===== src/rtl/vga_text_console.sv =====
// Character-stream front end for the VGA text controller: tracks the cursor, emits one-cycle writes, scrolls via the row-offset register.
// Optional build macro VGA_TEXT_CONSOLE_CLEAR_ON_RESET_EN clears the whole screen after reset.
module vga_text_console #(
  parameter int          COLS        = 80,
  parameter int          ROWS        = 30,
  parameter logic [31:0] OFFSET_ADDR = 32'h0000_1000
) (
  input  logic        clk_50M,
  input  logic        rst_n,
  input  logic        char_valid,
  input  logic [7:0]  char_data,
  output logic        char_ready,
  output logic        write_op,
  output logic [31:0] bus_addr,
  output logic [31:0] bus_data,
  output logic [6:0]  cursor_col,
  output logic [4:0]  cursor_row,
  output logic        busy
);

  localparam int AW = $clog2(COLS * ROWS);
  localparam logic [AW-1:0] LAST_BASE = AW'(COLS * (ROWS - 1));

  typedef enum logic [2:0] {IDLE, WRITE, SCROLL, CLEAR, INIT} state_t;

`ifdef VGA_TEXT_CONSOLE_CLEAR_ON_RESET_EN
  localparam state_t RST_STATE = INIT;
`else
  localparam state_t RST_STATE = IDLE;
`endif

  // Advance a row base address by one row, wrapping the last row back to 0.
  function automatic logic [AW-1:0] rb_step(input logic [AW-1:0] rb);
    return (rb == LAST_BASE) ? '0 : rb + AW'(COLS);
  endfunction

  state_t        state, nxt_state;
  logic [4:0]    top_row, nxt_top;
  logic [AW-1:0] row_base, nxt_rb;
  logic [AW-1:0] clr_last, nxt_last;
  logic          pend, nxt_pend;
  logic [6:0]    nxt_col;
  logic [4:0]    nxt_row;
  logic          nxt_wr;
  logic [31:0]   nxt_addr, nxt_data;
  logic          do_scroll;
  logic [AW-1:0] rb_adv;

  assign rb_adv     = rb_step(row_base);
  assign char_ready = (state == IDLE);
  assign busy       = ~char_ready;

  always_comb begin
    nxt_state = state;
    nxt_col   = cursor_col;
    nxt_row   = cursor_row;
    nxt_top   = top_row;
    nxt_rb    = row_base;
    nxt_last  = clr_last;
    nxt_pend  = pend;
    nxt_wr    = 1'b0;
    nxt_addr  = '0;
    nxt_data  = '0;
    do_scroll = 1'b0;
    case (state)
      IDLE: begin
        if (char_valid) begin
          if (char_data >= 8'h20 && char_data <= 8'h7E) begin
            nxt_wr    = 1'b1;
            nxt_addr  = 32'(row_base) + 32'(cursor_col);
            nxt_data  = {24'h0, char_data};
            nxt_state = WRITE;
            nxt_pend  = 1'b0;
            if (cursor_col == 7'(COLS - 1)) begin
              nxt_col = '0;
              if (cursor_row == 5'(ROWS - 1)) begin
                nxt_pend = 1'b1;
              end else begin
                nxt_row = cursor_row + 5'd1;
                nxt_rb  = rb_adv;
              end
            end else begin
              nxt_col = cursor_col + 7'd1;
            end
          end else if (char_data == 8'h0A) begin
            nxt_col = '0;
            if (cursor_row == 5'(ROWS - 1)) begin
              do_scroll = 1'b1;
            end else begin
              nxt_row = cursor_row + 5'd1;
              nxt_rb  = rb_adv;
            end
          end else if (char_data == 8'h0D) begin
            nxt_col = '0;
          end else if (char_data == 8'h08 && cursor_col != '0) begin
            nxt_col   = cursor_col - 7'd1;
            nxt_wr    = 1'b1;
            nxt_addr  = 32'(row_base) + 32'(cursor_col - 7'd1);
            nxt_data  = 32'h20;
            nxt_state = WRITE;
            nxt_pend  = 1'b0;
          end
        end
      end
      WRITE: begin
        if (pend) do_scroll = 1'b1;
        else      nxt_state = IDLE;
      end
      SCROLL: begin
        // row_base already points at the newly exposed row
        nxt_wr    = 1'b1;
        nxt_addr  = 32'(row_base);
        nxt_data  = 32'h20;
        nxt_state = CLEAR;
      end
      CLEAR: begin
        if (bus_addr[AW-1:0] == clr_last) begin
          nxt_state = IDLE;
        end else begin
          nxt_wr   = 1'b1;
          nxt_addr = bus_addr + 32'd1;
          nxt_data = 32'h20;
        end
      end
      INIT: begin
        // Reuse SCROLL/CLEAR to wipe the whole buffer starting at address 0
        nxt_wr    = 1'b1;
        nxt_addr  = OFFSET_ADDR;
        nxt_data  = '0;
        nxt_last  = AW'(COLS * ROWS - 1);
        nxt_state = SCROLL;
      end
      default: nxt_state = IDLE;
    endcase
    if (do_scroll) begin
      nxt_top   = (top_row == 5'(ROWS - 1)) ? '0 : top_row + 5'd1;
      nxt_rb    = rb_adv;
      nxt_last  = rb_adv + AW'(COLS - 1);
      nxt_pend  = 1'b0;
      nxt_wr    = 1'b1;
      nxt_addr  = OFFSET_ADDR;
      nxt_data  = 32'(nxt_top);
      nxt_state = SCROLL;
    end
  end

  always_ff @(posedge clk_50M or negedge rst_n) begin
    if (!rst_n) begin
      state      <= RST_STATE;
      cursor_col <= '0;
      cursor_row <= '0;
      top_row    <= '0;
      row_base   <= '0;
      clr_last   <= '0;
      pend       <= 1'b0;
      write_op   <= 1'b0;
      bus_addr   <= '0;
      bus_data   <= '0;
    end else begin
      state      <= nxt_state;
      cursor_col <= nxt_col;
      cursor_row <= nxt_row;
      top_row    <= nxt_top;
      row_base   <= nxt_rb;
      clr_last   <= nxt_last;
      pend       <= nxt_pend;
      write_op   <= nxt_wr;
      bus_addr   <= nxt_addr;
      bus_data   <= nxt_data;
    end
  end

endmodule


===== config.mk =====
export PLATFORM = sky130hd
export DESIGN_NAME = vga_text_console
export DESIGN_NICKNAME = d
export VERILOG_FILES = /design/src/rtl/vga_text_console.sv
export SDC_FILE = /design/constraint.sdc
export NUM_CORES = 1
export LEC_CHECK = 0
export ABC_AREA = 1
export BUFFER_PORTS_ARGS = -buffer_cell sky130_fd_sc_hd__buf_4
export CELL_PAD_IN_SITES_DETAIL_PLACEMENT = 0
export CELL_PAD_IN_SITES_GLOBAL_PLACEMENT = 1
export CORE_ASPECT_RATIO = 1.4
export CORE_UTILIZATION = 30
export DETAILED_ROUTE_END_ITERATION = 10
export GPL_TIMING_DRIVEN = 0
export PLACE_DENSITY = 0.62
export SYNTH_ARGS = -nofsm -noshare
export SYNTH_HDL_FRONTEND = slang
export SYNTH_SLANG_ARGS = --single-unit

===== constraint.sdc =====
create_clock -name clk_50M -period 2.3 [get_ports clk_50M]
set_input_delay 0.23 -clock clk_50M [delete_from_list [all_inputs] [get_ports clk_50M]]
set_output_delay 0.23 -clock clk_50M [all_outputs]
set_load 0.005 [all_outputs]

# After elaboration in Yosys (flattened, before gate mapping)
# Index checks and enable logic that the tools add are counted.
# totals
register_bits	110
in_bits	11
out_inout_bits	79
elab_cells	129
# op_classes
n_addsub	10
order_cmp	2
eq_ne	22
muxes	67
bitwise_logic	1
n_reduce_logical	17
# ops
op	count
two-way mux 32 bit	8
case mux 32 bit (4 select lines)	1
two-way mux 12 bit	10
two-way mux 7 bit	5
adder 32 x 1 -> 32 bit (second input constant)	1
two-way mux 5 bit	5
adder 12 x 7 -> 12 bit (second input constant)	2
equality test 8 x 4 -> 1 bit (second input constant)	3
two-way mux 3 bit	8
two-way mux 6 bit	4
case mux 8 bit (3 select lines)	1
two-way mux 1 bit	20
two-way mux 8 bit	2
case mux 3 bit (5 select lines)	1
adder 13 x 8 -> 14 bit	1
adder 12 x 7 -> 13 bit	1
equality test 12 bit	1
equality test 12 bit (second input constant)	1
inequality test 3 bit (second input constant)	4
adder 5 x 1 -> 5 bit (second input constant)	2
equality test 5 bit (second input constant)	2
greater-or-equal comparator 8 x 6 -> 1 bit (second input constant)	1
<= comparator 8 x 7 -> 1 bit (second input constant)	1
inequality test 4 bit (second input constant)	2
24 further kinds	32

# Longest topological paths before layout
# depth
depth_word	9
ltp_mapped	17

# Worst setup path before layout
# No wires, ideal clock.
# synth_timing
kind	reg2reg
startpoint	reg cursor_col[2]
endpoint	reg bus_addr[18]
arrival_ps	2408
t_required_ps	2182
slack_ps	-225
path_stages_with_launch	15
n_path_buf	2
synth_period_minus_slack_ps	2525
cell_sequence	dfrtp_1 buf_2 nor2_1 nand2_1 nor2_1 xor2_1 ha_1 a21oi_2 nor2_1 nor2_1 o21a_1 nand3_1 nand3_4 buf_6 nand2_1
# synth_between
elab_chain_cells	9
word_cells_on_any_way	11
classes_between	add/sub (2); mux (7); reduce/logical (2)
# synth_lines
item	line	text
start, declared	16	output logic [6:0] cursor_col,
start signal, assigned	161	cursor_col <= nxt_col;
subtractor 7 x 1 -> 8 bit / nonzero test 7 bit (equally long branches)	98, 95	
adder 13 x 8 -> 14 bit / logical AND 1 bit (equally long branches)	98, 95	
two-way mux 32 bit *	95	end else if (char_data == 8'h08 && cursor_col != '0) begin
two-way mux 32 bit *	93	end else if (char_data == 8'h0D) begin
two-way mux 32 bit *	85	end else if (char_data == 8'h0A) begin
two-way mux 32 bit *	68	if (char_data >= 8'h20 && char_data <= 8'h7E) begin
two-way mux 32 bit *	67	if (char_valid) begin
case mux 32 bit (4 select lines) *	65	case (state)
two-way mux 32 bit *	135	if (do_scroll) begin
named net nxt_addr[18]	45	logic [31:0] nxt_addr, nxt_data;
end signal, assigned	168	bus_addr <= nxt_addr;
end, declared	14	output logic [31:0] bus_addr,
# The timed path passes the listed nets; every way through them passes the cells marked *.
# A chain may end at the register's enable or synchronous reset.

# Final worst setup path
# Same ends and word-level chain as after synthesis.

==> impl_metrics.env <==
export IMPL_critPathLaunchType="flip-flop"
export IMPL_slowest_delay_ns=0.46
export IMPL_slew_violations=0
export IMPL_min_period_ns=2.42
export IMPL_critical_path_top_delay_family="simple AND/OR/NAND/NOR gates"
export IMPL_max_cap_violations=0
export IMPL_fin_total_pwr_mw=10.2
export IMPL_ios=90
export IMPL_vias=6766
export IMPL_ir_worst_vdd_mv=0.504
export IMPL_max_slew_margin_pct=23.0
export IMPL_seqPwrFrac_pct=25.3
export IMPL_dp_cells=1362
export IMPL_numCtsBuffers=9
export IMPL_nets=1165
export IMPL_finalSetupViolCount=21
export IMPL_synth_edf_count=0
export IMPL_tightest_slew_ns=1.16
export IMPL_synth_top_family_by_area="simple AND/OR/NAND/NOR gates"
export IMPL_dieWidth_um=129
export IMPL_die_area_sq_um=23300
export IMPL_hold_class="in -> async"
export IMPL_cts_hold_buf=0
export IMPL_power_density_nw_per_um2=1140
export IMPL_multiInputGateArea_sq_um=4530
export IMPL_first_iter_violations=300
export IMPL_grt_pass1_vias=6585
export IMPL_final_common_cell="nand2_1"
export IMPL_slowest_stage="dfrtp_2"
export IMPL_clk_latency_ns=0.36
export IMPL_violations="negative setup slack"
export IMPL_clockBufferDepth=2
export IMPL_pwr_share_clk_pct=14.3
export IMPL_p_sw_mw=4.80
export IMPL_final_cell_mix="279 x nand2_1, 131 x buf_4, 93 x inv_1, 87 x nand3_1, 77 x dfrtp_1"
export IMPL_rsz0062_at_grt="yes"
export IMPL_synthArstFlopShare_pct=100
export IMPL_hold_viol=0
export IMPL_muxShareOfSynthArea_pct=0
export IMPL_startpoint="cursor_col[2]$_DFFE_PN0P_"
export IMPL_power_leakage_nw=4.62
export IMPL_synth_xor_area_share_pct=5.78
export IMPL_syn_avg_cell_area_sq_um=6.98
export IMPL_fillers=2406
export IMPL_synth_seq_cells=85
export IMPL_syn_to_final_growth_pct=30.6
export IMPL_crit_buf_inv=2
export IMPL_synth_simple_gate_area_share_pct=38.9
export IMPL_n_antenna_cell=0
export IMPL_fmax_mhz=414
export IMPL_yosys_warnings=0
export IMPL_port_buffers=65
export IMPL_antenna_found_initial=0
export IMPL_synth_compound_area_share_pct=6.83
export IMPL_path_cells="nor2_4, nand2_4, nor2_4, xor2_2, buf_4, ha_4, a21oi_4, nor2_2, nor2_2, o21a_1, nand3_2, nand3_4, buf_8, nand2_1"
export IMPL_die_h_um=180
export IMPL_synth_seq_area_share_pct=31.2
export IMPL_dp_hpwl_mm=18.1
export IMPL_h_tree_depth=3
export IMPL_core_region_area_sq_um=22100
export IMPL_viasPerCell=4.76
export IMPL_worstPathArrival_ns=2.66
export IMPL_yosysUniqueCellTypes=45
export IMPL_drive_above_1_share_pct=26.8
export IMPL_fin_worst_skew_ns=0.00739
export IMPL_swShare_pct=47.2
export IMPL_worstSetupEndpointType="flip-flop"
export IMPL_wire_per_inst_um=16.6
export IMPL_path_clk_slew_ns=0.07
export IMPL_critical_path_required_ns=2.54
export IMPL_yosys_most_used_dff="dfrtp_1"
export IMPL_gp_congestion=0.860
export IMPL_numClockSinks=85
export IMPL_ant_nets=0
export IMPL_drt_total_wl_mm=23.7
export IMPL_finalNonFillerCells=1422
export IMPL_pwr_share_comb_pct=60.4
export IMPL_start_util_pct=30.8
export IMPL_row_count=64
export IMPL_dr_pass1_iters=6
export IMPL_cts_root_buffer="clkbuf_16"
export IMPL_track_usage_pct=20.8
export IMPL_seq_area_sq_um=2140
export IMPL_holdWs_ns=0.0673
export IMPL_grt_max_degree=86
export IMPL_grt_overflow=0
export IMPL_critPathMaxFanout=10
export IMPL_syn_area_sq_um=6820
export IMPL_p_int_mw=5.37
export IMPL_grt_pass1_wl_mm=36.6
export IMPL_synthCells=976
export IMPL_period_share_pct=105
export IMPL_setup_slack_ns=-0.117
export IMPL_outcome="finished, violations left"
export IMPL_tritoncts="done"
export IMPL_synthAdderAreaFrac_pct=6.46
export IMPL_rr_startpoint="cursor_col[2]$_DFFE_PN0P_"
export IMPL_drcViolationCount=0
export IMPL_worstSetupPathType="reg -> reg"
## worst register-to-register path, stage by stage (launching register included)
cell	delay, ns
dfrtp_2	0.46
nor2_4	0.20
nand2_4	0.09
nor2_4	0.13
xor2_2	0.16
buf_4	0.14
ha_4	0.21
a21oi_4	0.18
nor2_2	0.05
nor2_2	0.11
o21a_1	0.16
nand3_2	0.10
nand3_4	0.13
buf_8	0.15
nand2_1	0.06
## power by group through the flow
stage               Sequential, mW  Clock, mW  Combinational [mW]
floorplan                     2.37          0                3.16
global placement              2.63          0                4.43
detailed placement            2.62          0                4.44
CTS                           2.57       1.49                5.34
global route                  2.63       1.55                6.80
finish                        2.58       1.45                6.14
## synth_stat cells (2+ instances only)
cell type,n,area (sq um)
a21oi_1,16,80.1
a21o_1,8,60.1
o21ai_0,36,180
nand3_1,102,510
xnor2_1,14,123
nand2_2,8,50.1
ha_1,32,400
o21a_1,2,15.0
buf_2,7,35.0
o211ai_1,3,22.5
dfrtp_1,85,2130
fa_1,2,40.0
buf_4,26,195
inv_1,100,375
nor2_4,9,101
o21bai_1,5,37.5
nor2_2,6,37.5
nand3_2,4,40.0
buf_6,4,45.0
nand3_4,2,35.0
clkbuf_1,5,18.8
o21ai_1,6,30.0
or2_2,6,37.5
inv_2,11,41.3
xor2_1,31,272
nand4_1,42,263
nor2_1,63,236
nand3b_1,7,52.6
nand2_1,301,1130
nor3_1,18,90.1
## stage by stage
stage               setup WS, ns  cell area, sq um  TNS, ns  utilization [%]
floorplan                 -0.134              6940    -1.48                -
global placement          -0.751              7800   -16.44             35.3
detailed placement        -0.700              7800   -15.15             35.3
CTS                      -0.0891              8550    -1.45             38.7
global route              -0.238              8900    -4.64             40.3
finish                    -0.117              8900    -1.82             40.3
## path summary, 6_finish.rpt
path / endpoint / slack, ns / cells after the start
max in group asynchronous: cursor_col[0]$_DFFE_PN0P_ / 1.38 / 1
min reg2reg: clr_last[11]$_DFFE_PN0P_ / 0.51 / 2
max reg2reg: bus_addr[18]$_DFF_PN0_ / -0.12 / 14
max: bus_addr[18]$_DFF_PN0_ / -0.12 / 14
min: bus_addr[31]$_DFF_PN0_ / 0.07 / 1
min in group clk_50M: bus_data[2]$_DFF_PN0_ / 0.11 / 3
## flip-flops by register name (all words and copies together), names as in the netlist
signal,flops
top_row,5
row_base,12
write_op,1
cursor_row,5
bus_addr,32
state,2
pend,1
clr_last,12
cursor_col,7
bus_data,8
## layout make-up
type                            instances  area share (%)
Multi-Input combinational cell        758            50.8
Sequential cell                        85            24.0
Timing Repair Buffer                  110            9.49
Inverter                              113            4.96
Tap cell                              297            4.17
Buffer                                 43            3.42
Clock buffer                           12            2.77
Clock inverter                          4           0.351
## routing by layer
| layer | GRT usage (%) | part of all wire (%) |
|---|---|---|
| met3 | 1.96 | 3.4 |
| met5 | 0 | 0 |
| met1 | 23.4 | 40 |
| met4 | 9.79 | 3.7 |
| met2 | 38.6 | 53 |
## cell families (layout without fill, tap and decap cells)
group | count (synthesis) | after routing
buf+inv | 157 | 282
simple gates | 574 | 574
xor+xnor | 45 | 45
compound gates | 80 | 80
fa+ha+maj | 34 | 34
flops | 85 | 85
other cells | 1 | 25
## what timing repair did
| action | CTS | global route |
|---|---|---|
| setup endpoints to repair | 29 | 37 |
| setup buffers | 33 | 13 |
| gates resized for setup | 53 | 65 |
| pin swaps | 13 | 33 |
Note: power is estimated with default switching activity, not from simulation.
